`src/rtl/bus_rr_arbiter_pkg.sv`:
```
// Shared bus arbitration constants and state encoding for the round-robin bus arbiter.
package bus_rr_arbiter_pkg;

    localparam int NUM_MASTERS_DEF = 4;
    localparam int OWNER_W_DEF     = 2;
    localparam int MAX_HOLD_DEF    = 16;

    localparam int MASTER_IF  = 0;
    localparam int MASTER_MEM = 1;

    typedef enum logic {
        StIdle  = 1'b0,
        StOwned = 1'b1
    } arb_state_e;

endpackage

```
`src/rtl/bus_rr_arbiter_rr_pick.sv`:
```
// Combinational round-robin pick: first active-low request at or after i_start, wrapping.
module bus_rr_arbiter_rr_pick
    import bus_rr_arbiter_pkg::*;
#(
    parameter int NUM_MASTERS = NUM_MASTERS_DEF,
    parameter int OWNER_W     = OWNER_W_DEF
) (
    input  logic [NUM_MASTERS-1:0] i_req_n,
    input  logic [OWNER_W-1:0]     i_start,
    output logic                   o_found,
    output logic [OWNER_W-1:0]     o_idx
);

    logic [OWNER_W-1:0] w_idx;

    // Scan from the far end back towards i_start so the nearest requester is written last.
    always_comb begin
        o_found = 1'b0;
        o_idx   = '0;
        w_idx   = '0;
        for (int i = NUM_MASTERS - 1; i >= 0; i--) begin
            w_idx = OWNER_W'((int'(i_start) + i) % NUM_MASTERS);
            if (!i_req_n[w_idx]) begin
                o_found = 1'b1;
                o_idx   = w_idx;
            end
        end
    end

endmodule

```
`src/rtl/bus_rr_arbiter.sv`:
```
// Round-robin bus arbiter with per-transaction ownership and an optional hold limit.
module bus_rr_arbiter
    import bus_rr_arbiter_pkg::*;
#(
    parameter int NUM_MASTERS = NUM_MASTERS_DEF,
    parameter int OWNER_W     = OWNER_W_DEF,
    parameter int MAX_HOLD    = MAX_HOLD_DEF
) (
    input  logic                   clk,
    input  logic                   reset,
    input  logic [NUM_MASTERS-1:0] m_req_,
    input  logic [NUM_MASTERS-1:0] m_as_,
    output logic [NUM_MASTERS-1:0] m_grnt_,
    output logic [OWNER_W-1:0]     bus_owner,
    output logic                   bus_busy
);

    localparam int HOLD_W = (MAX_HOLD > 0) ? $clog2(MAX_HOLD + 1) : 1;
    localparam logic [OWNER_W-1:0] LAST_IDX = OWNER_W'(NUM_MASTERS - 1);
    localparam logic [NUM_MASTERS-1:0] ONE = {{(NUM_MASTERS - 1){1'b0}}, 1'b1};

    arb_state_e             r_state;
    logic [NUM_MASTERS-1:0] r_grnt_n;
    logic [OWNER_W-1:0]     r_owner;
    logic [OWNER_W-1:0]     r_last_owner;
    logic                   r_busy;
    logic [HOLD_W-1:0]      r_hold_cnt;

    logic [NUM_MASTERS-1:0] w_owner_bit;
    logic [NUM_MASTERS-1:0] w_req_n;
    logic [NUM_MASTERS-1:0] w_pick_bit;
    logic [OWNER_W-1:0]     w_start;
    logic [OWNER_W-1:0]     w_pick;
    logic                   w_found;
    logic                   w_hold_due;
    logic                   w_preempt;

    // The current owner is masked out so the pick only ever names another master.
    assign w_owner_bit = ONE << r_owner;
    assign w_req_n     = (r_state == StOwned) ? (m_req_ | w_owner_bit) : m_req_;
    assign w_start     = (r_last_owner == LAST_IDX) ? '0 : r_last_owner + 1'b1;
    assign w_pick_bit  = ONE << w_pick;

    bus_rr_arbiter_rr_pick #(
        .NUM_MASTERS (NUM_MASTERS),
        .OWNER_W     (OWNER_W)
    ) u_rr_pick (
        .i_req_n (w_req_n),
        .i_start (w_start),
        .o_found (w_found),
        .o_idx   (w_pick)
    );

    generate
        if (MAX_HOLD > 0) begin : g_hold_limit
            assign w_hold_due = (int'(r_hold_cnt) >= MAX_HOLD - 1);
        end else begin : g_no_hold_limit
            assign w_hold_due = 1'b0;
        end
    endgenerate

    // Never preempt mid-transfer: owner's address strobe must be idle.
    assign w_preempt = w_hold_due && w_found && m_as_[r_owner];

    always_ff @(posedge clk) begin
        if (reset) begin
            r_state      <= StIdle;
            r_grnt_n     <= '1;
            r_owner      <= '0;
            r_last_owner <= LAST_IDX;
            r_busy       <= 1'b0;
            r_hold_cnt   <= '0;
        end else begin
            unique case (r_state)
                StIdle: begin
                    if (w_found) begin
                        r_state      <= StOwned;
                        r_grnt_n     <= ~w_pick_bit;
                        r_owner      <= w_pick;
                        r_last_owner <= w_pick;
                        r_busy       <= 1'b1;
                        r_hold_cnt   <= '0;
                    end
                end
                StOwned: begin
                    if (m_req_[r_owner] || w_preempt) begin
                        if (w_found) begin
                            r_grnt_n     <= ~w_pick_bit;
                            r_owner      <= w_pick;
                            r_last_owner <= w_pick;
                            r_hold_cnt   <= '0;
                        end else begin
                            r_state    <= StIdle;
                            r_grnt_n   <= '1;
                            r_owner    <= '0;
                            r_busy     <= 1'b0;
                            r_hold_cnt <= '0;
                        end
                    end else if (int'(r_hold_cnt) < MAX_HOLD) begin
                        r_hold_cnt <= r_hold_cnt + 1'b1;
                    end
                end
                default: begin
                    r_state  <= StIdle;
                    r_grnt_n <= '1;
                    r_busy   <= 1'b0;
                end
            endcase
        end
    end

    assign m_grnt_   = r_grnt_n;
    assign bus_owner = r_owner;
    assign bus_busy  = r_busy;

endmodule

```
`config.mk`:
```
export PLATFORM = sky130hd
export DESIGN_NAME = bus_rr_arbiter
export DESIGN_NICKNAME = d
export VERILOG_FILES = /design/src/rtl/bus_rr_arbiter_pkg.sv /design/src/rtl/bus_rr_arbiter_rr_pick.sv /design/src/rtl/bus_rr_arbiter.sv
export SDC_FILE = /design/constraint.sdc
export NUM_CORES = 1
export LEC_CHECK = 0
export ABC_CLOCK_PERIOD_IN_PS = 2500
export BUFFER_PORTS_ARGS = -buffer_cell sky130_fd_sc_hd__buf_2
export CAP_MARGIN = 0
export CELL_PAD_IN_SITES_DETAIL_PLACEMENT = 1
export CELL_PAD_IN_SITES_GLOBAL_PLACEMENT = 1
export CORE_MARGIN = 3
export CORE_UTILIZATION = 40
export CTS_CLUSTER_SIZE = 16
export DETAILED_ROUTE_END_ITERATION = 10
export HOLD_SLACK_MARGIN = 0.08
export PLACE_DENSITY = 0.82
export SYNTH_ARGS = -nofsm -noshare
export SYNTH_HDL_FRONTEND = slang
export SYNTH_HIERARCHICAL = 1
export SYNTH_SLANG_ARGS = --single-unit
```
`constraint.sdc`:
```
create_clock -name clk -period 2.5 [get_ports clk]
set_input_delay 0.5 -clock clk [delete_from_list [all_inputs] [get_ports clk]]
set_output_delay 0.5 -clock clk [all_outputs]
set_load 0.05 [all_outputs]
```
=== Word level (Yosys, flattened, before mapping) ===
Index checks and enable logic that the tools add are counted.

* Flip-flop bits (word level): 15
* Output and inout bits: 7

* Reduce and logical (&&, ||, !) cells: 6
* Muxes and demuxes: 44
* Add/sub/neg operators: 5
* Magnitude comparators: 7
* Bitwise gates (word level): 3
* Equality and inequality tests: 5
* Shifts and indexed selects: 2

{| class="wikitable"
|+ Operators with widths
! cell !! count
|-
| $mux W2 || 10
|-
| $mux W4 || 4
|-
| $lt A2 B3 Y1 const B || 5
|-
| $mux W1 || 15
|-
| $mux W5 || 3
|-
| $bmux W1 S2 || 6
|-
| $pmux W5 S2 || 1
|-
| $pmux W2 S2 || 2
|-
| $pmux W4 S2 || 1
|-
| $shl A1 B2 Y4 const A || 2
|-
| $add A5 B1 Y5 const B || 1
|-
| $ge A5 B4 Y1 const B || 1
|-
| $lt A5 B5 Y1 const B || 1
|-
| $add A2 B1 Y2 const B || 2
|-
| $add A2 B2 Y2 const B || 2
|-
| $ne A2 B2 Y1 const B || 2
|-
| $not A4 Y4 || 1
|-
| $or A4 B4 Y4 || 1
|-
| $pmux W1 S2 || 2
|-
| $reduce_and A2 Y1 || 2
|-
| $ne A3 B1 Y1 const B || 1
|-
| $reduce_and A3 Y1 || 1
|-
| $eq A2 B2 Y1 const B || 1
|-
| $logic_and A1 B1 Y1 || 2
|-
| other kinds (3) || 3
|}

=== Logic depth before layout (Yosys ltp) ===
* Word-level depth: 14
* Gate-level depth with buffers: 10

=== Cells and area by module ===
The synthesis kept the hierarchy.

{| class="wikitable"
|+ By module, submodules not included
! module !! area each (sq um) !! cells an instance !! instances
|-
| bus_rr_arbiter || 917.1 || 103 || 1
|-
| bus_rr_arbiter_rr_pick || 73.8 || 13 || 1
|}

=== Worst setup path before layout ===
Ideal clock, no wire load.

* Path type: register -> register
* From: reg r_owner[1] (netlist: bus_owner[1])
* To: reg r_hold_cnt[2]
* Path slack: -0.004 ns
* Data required time: 2.368 ns
* Cell stages (with the launch flop): 10
* Library setup time: 0.132 ns
* Buffers on the path: 1
* Arrival: 2.372 ns
* Cell sequence: dfxtp_1 -> nand2_1 -> o21bai_1 -> nand4_1 -> inv_1 -> ha_1 -> clkbuf_1 -> nor3_1 -> a32oi_1 -> a21oi_1

* Longest elaborated chain between the ends: 14
* Elaborated cells on any way between the ends: 27
* Classes of those cells: eq/ne (2); shift (1); mux (19); bitwise (1); reduce/logical (4)

{| class="wikitable"
|+ RTL lines
! what !! RTL line !! text
|-
| start, declared || bus_rr_arbiter.sv:24 || <nowiki>logic [OWNER_W-1:0] r_owner;</nowiki>
|-
| start signal, assigned || bus_rr_arbiter.sv:79 || <nowiki>r_owner <= w_pick;</nowiki>
|-
| start signal, assigned || bus_rr_arbiter.sv:89 || <nowiki>r_owner <= w_pick;</nowiki>
|-
| $shl A1 B2 Y4 (*) || bus_rr_arbiter.sv:39 || <nowiki>assign w_owner_bit = ONE << r_owner;</nowiki>
|-
| $or A4 B4 Y4 (*) || bus_rr_arbiter.sv:40 || <nowiki>assign w_req_n = (r_state == StOwned) ? (m_req_ | w_owner_bit) : m_req_;</nowiki>
|-
| $mux W4 (*) || bus_rr_arbiter.sv:40 ||
|-
| net w_req_n[2] || bus_rr_arbiter.sv:30 || <nowiki>logic [NUM_MASTERS-1:0] w_req_n;</nowiki>
|-
| $bmux W1 S2 || bus_rr_arbiter_rr_pick.sv:23 || <nowiki>if (!i_req_n[w_idx]) begin</nowiki>
|-
| $mux W1 (not written as such) || bus_rr_arbiter_rr_pick.sv:23 ||
|-
| $mux W1 (3 in a row) || bus_rr_arbiter_rr_pick.sv:23 ||
|-
| $mux W1 (*) || bus_rr_arbiter_rr_pick.sv:23 ||
|-
| net w_found || bus_rr_arbiter.sv:34 || <nowiki>logic w_found;</nowiki>
|-
| $logic_and A1 B1 Y1 (2 in a row) || bus_rr_arbiter.sv:63 || <nowiki>assign w_preempt = w_hold_due && w_found && m_as_[r_owner];</nowiki>
|-
| $logic_or A1 B1 Y1 || bus_rr_arbiter.sv:86 || <nowiki>if (m_req_[r_owner] || w_preempt) begin</nowiki>
|-
| $mux W5 / $ne A3 B1 Y1 (equally long branches) || - ||
|-
| $pmux W5 S2 / $reduce_and A2 Y1 (equally long branches) || - ||
|-
| end signal, assigned || bus_rr_arbiter.sv:100 || <nowiki>r_hold_cnt <= r_hold_cnt + 1'b1;</nowiki>
|-
| end, declared || bus_rr_arbiter.sv:27 || <nowiki>logic [HOLD_W-1:0] r_hold_cnt;</nowiki>
|}

The timed path passes the listed nets; every way through them passes the cells marked *. The select of a mux whose other input is x is not followed.
A chain may end at the register's enable or synchronous reset.

=== Worst setup path after layout ===
* From: reg r_hold_cnt[0]
* To: reg r_owner[0] (netlist: bus_owner[0])

* Longest elaborated chain between the ends: 6

{| class="wikitable"
|+ RTL lines
! what !! RTL line !! text
|-
| $ge A5 B4 Y1 || bus_rr_arbiter.sv:56 || <nowiki>assign w_hold_due = (int'(r_hold_cnt) >= MAX_HOLD - 1);</nowiki>
|-
| $logic_and A1 B1 Y1 (2 in a row) || bus_rr_arbiter.sv:63 ||
|-
| $logic_or A1 B1 Y1 || bus_rr_arbiter.sv:86 ||
|-
| $ne A2 B1 Y1 (no line) || - ||
|-
| $reduce_and A2 Y1 (no line) || - ||
|}

Every way passes these cells.

==> impl_metrics.env <==
export IMPL_status="complete, no violations"
export IMPL_grt_usage_pct=18.6
export IMPL_ir_drop_mv=0.663
export IMPL_multiInputGateArea_sq_um=617
export IMPL_nNetsFinal=147
export IMPL_grt_pass1_vias=981
export IMPL_netSwitchingFraction_pct=48.4
export IMPL_wl_per_cell_microns=17.1
export IMPL_worst_setup_path_end_kind="register"
export IMPL_r2r_slack_ps=200
export IMPL_dp_final_hpwl_microns=2070
export IMPL_p_switching_mw=0.527
export IMPL_intPower_mw=0.561
export IMPL_ant_nets=0
export IMPL_port_buffer_count=16
export IMPL_utilization_pct=48.9
export IMPL_cts_buffers=3
export IMPL_r2r_start="r_hold_cnt[0]$_SDFFE_PP0P_"
export IMPL_cts_root_buf="clkbuf_4"
export IMPL_drc_errors=0
export IMPL_async_flop_share_pct=0
export IMPL_hold_buffers=0
export IMPL_yosysMostFrequentCell="dfxtp_1"
export IMPL_synth_cells=116
export IMPL_fmax_ghz=0.435
export IMPL_rows=17
export IMPL_arrival_ps=2500
export IMPL_yosys_area_top_type="dfxtp_1"
export IMPL_reg2regPathDepth=6
export IMPL_cap_violations=0
export IMPL_p_leak_nw=0.446
export IMPL_grt_max_degree=14
export IMPL_cts_reportedPaths_clkPinSlew_ps=100
export IMPL_synth_ff_type="dfxtp_1"
export IMPL_slew_viol_final=0
export IMPL_final_layout_size_suffix_gt1_share_pct=23.5
export IMPL_insertion_delay_ps=290
export IMPL_cp_max_fo=12
export IMPL_pwr_share_comb_pct=53.7
export IMPL_avgSynthCellArea_sq_um=8.54
export IMPL_drtIter0Drc=27
export IMPL_startpoint_type="register"
export IMPL_synth_seq_cells=15
export IMPL_finalSetupTns_ps=0
export IMPL_cts_resized=0
export IMPL_yosysTopAreaCellShare_pct=30.3
export IMPL_hold_viol_final=0
export IMPL_antenna_found_initial=0
export IMPL_yosysWarnings=6
export IMPL_tritoncts="built"
export IMPL_grt_first_pass_wirelength_microns=4640
export IMPL_core_area_sq_um=2280
export IMPL_fin_worst_skew_ps=2.18
export IMPL_critPathLaunch="r_hold_cnt[0]$_SDFFE_PP0P_"
export IMPL_start_util_pct=43.5
export IMPL_diodes=0
export IMPL_cts_setup_buffers=0
export IMPL_regArea_sq_um=302
export IMPL_holdCritStartpoint="bus_busy$_SDFFE_PP0P_"
export IMPL_io_pins=17
export IMPL_worstHoldPathType="register to register"
export IMPL_path_class="register to register"
export IMPL_routed_wl_microns=2740
export IMPL_layout_min_cycle_time_ps=2300
export IMPL_place_congestion=0.799
export IMPL_h_tree_depth=1
export IMPL_post_route_period_util_pct=92.1
export IMPL_firstDrtPassIters=4
export IMPL_overflow=0
export IMPL_ys_seq_area_share_pct=30.3
export IMPL_finalSetupViolations=0
export IMPL_areaGrowthSynthToFinish_pct=12.4
export IMPL_cts_sinks=15
export IMPL_syn_nets=130
export IMPL_fp_dieArea_sq_um=3110
export IMPL_syn_area_sq_um=991
export IMPL_viasPerCell=6.13
export IMPL_fillCellCount=270
export IMPL_clockBufferDepth=2
export IMPL_die_h_microns=55.8
export IMPL_vias=980
export IMPL_clkPwrFrac_pct=13.4
export IMPL_min_path_cells=1
export IMPL_p_per_area_nw_per_um2=977
export IMPL_p_seq_share_pct=32.8
export IMPL_rsz0062_at_grt="no"
export IMPL_synth_cell_types=44
export IMPL_synth_edf_count=0
export IMPL_slew_limit_headroom_pct=44.9
export IMPL_ys_top_cells_by_area="dfxtp_1, ha_1, a22oi_1"
export IMPL_cp_required_ps=2700
export IMPL_die_w_microns=55.8
export IMPL_tightest_slew_ps=824
export IMPL_synth_cells_most_frequent="dfxtp_1, inv_1, nor2_1"
==> area by class of cell <==
class	instances	area share, %
clock buffers	3	2.02
well taps	28	3.15
repair buffers	18	8.54
clock inverters	1	0.449
flip-flops and latches	15	27.1
inverters	10	3.37
multi-input cells	85	55.4
==> metal layers <==
layer	vias to the layer above	share of wire, %	track usage, %
met5	-	0	0
met4	0	2.1	8.68
met3	7	3.6	3.02
met2	23	49	30.6
met1	472	46	23.5
li1	478	-	-
==> power groups by stage <==
stage | clock network [mW] | logic (mW) | registers, mW
final | 0.146 | 0.584 | 0.357
after floorplan | 0 | 0.323 | 0.481
after CTS | 0.148 | 0.582 | 0.358
after detailed placement | 0 | 0.580 | 0.364
after global placement | 0 | 0.562 | 0.356
after global routing | 0.162 | 0.636 | 0.366
==> path summary, 6_finish.rpt <==
| path | to |
|---|---|
| worst max-delay path | bus_owner[0]$_SDFFE_PP0P_ |
| worst min-delay path | bus_busy$_SDFFE_PP0P_ |
| worst max register to register | bus_owner[0]$_SDFFE_PP0P_ |
| worst min register to register | bus_busy$_SDFFE_PP0P_ |
==> metrics by stage <==
stage / power (mW) / hold slack, ps / instances / setup WS [ps] / cell area [sq um]
2_1_floorplan: 0.804 / 477 / 116 / 89.0 / 992
4_1_cts: 1.09 / 499 / 160 / 222 / 1110
3_3_place_gp: 0.918 / 467 / 156 / 358 / 1090
5_1_grt: 1.16 / 518 / 160 / 34.8 / 1110
3_5_place_dp: 0.944 / 470 / 156 / 244 / 1090
6_report: 1.09 / 496 / 160 / 199 / 1110
==> registers in the layout, indices dropped and copies added (netlist names) <==
register	cells
bus_owner	2
r_state	1
m_grnt_	4
r_last_owner	2
r_hold_cnt	5
bus_busy	1
==> cells by family after synthesis <==
logic type	count (synthesis)	share of synthesized area, %
compound gates	38	29.0
simple gates	38	20.0
buf+inv	16	7.45
mux	5	8.21
fa+ha+maj	4	5.05
flops	15	30.3
==> layout by cell type, fill, tap and decap left out, types with 4 or more instances in the layout <==
master    count
a21oi_1       4
nor2_1       10
a22oi_1       5
o21ai_0       4
nor3_1        4
nand4_1       5
inv_1        10
buf_2        16
nand2_1       6
dfxtp_1      14
ha_1          4
o21bai_1      4
==> critical path, stage by stage (launching register included) <==
cell      delay (ps)
dfxtp_1          370
ha_1             230
and3_1           180
ha_1             210
o311ai_2         730
a22oi_1          200
o32ai_1          290
(Power assumes the default switching activity.)
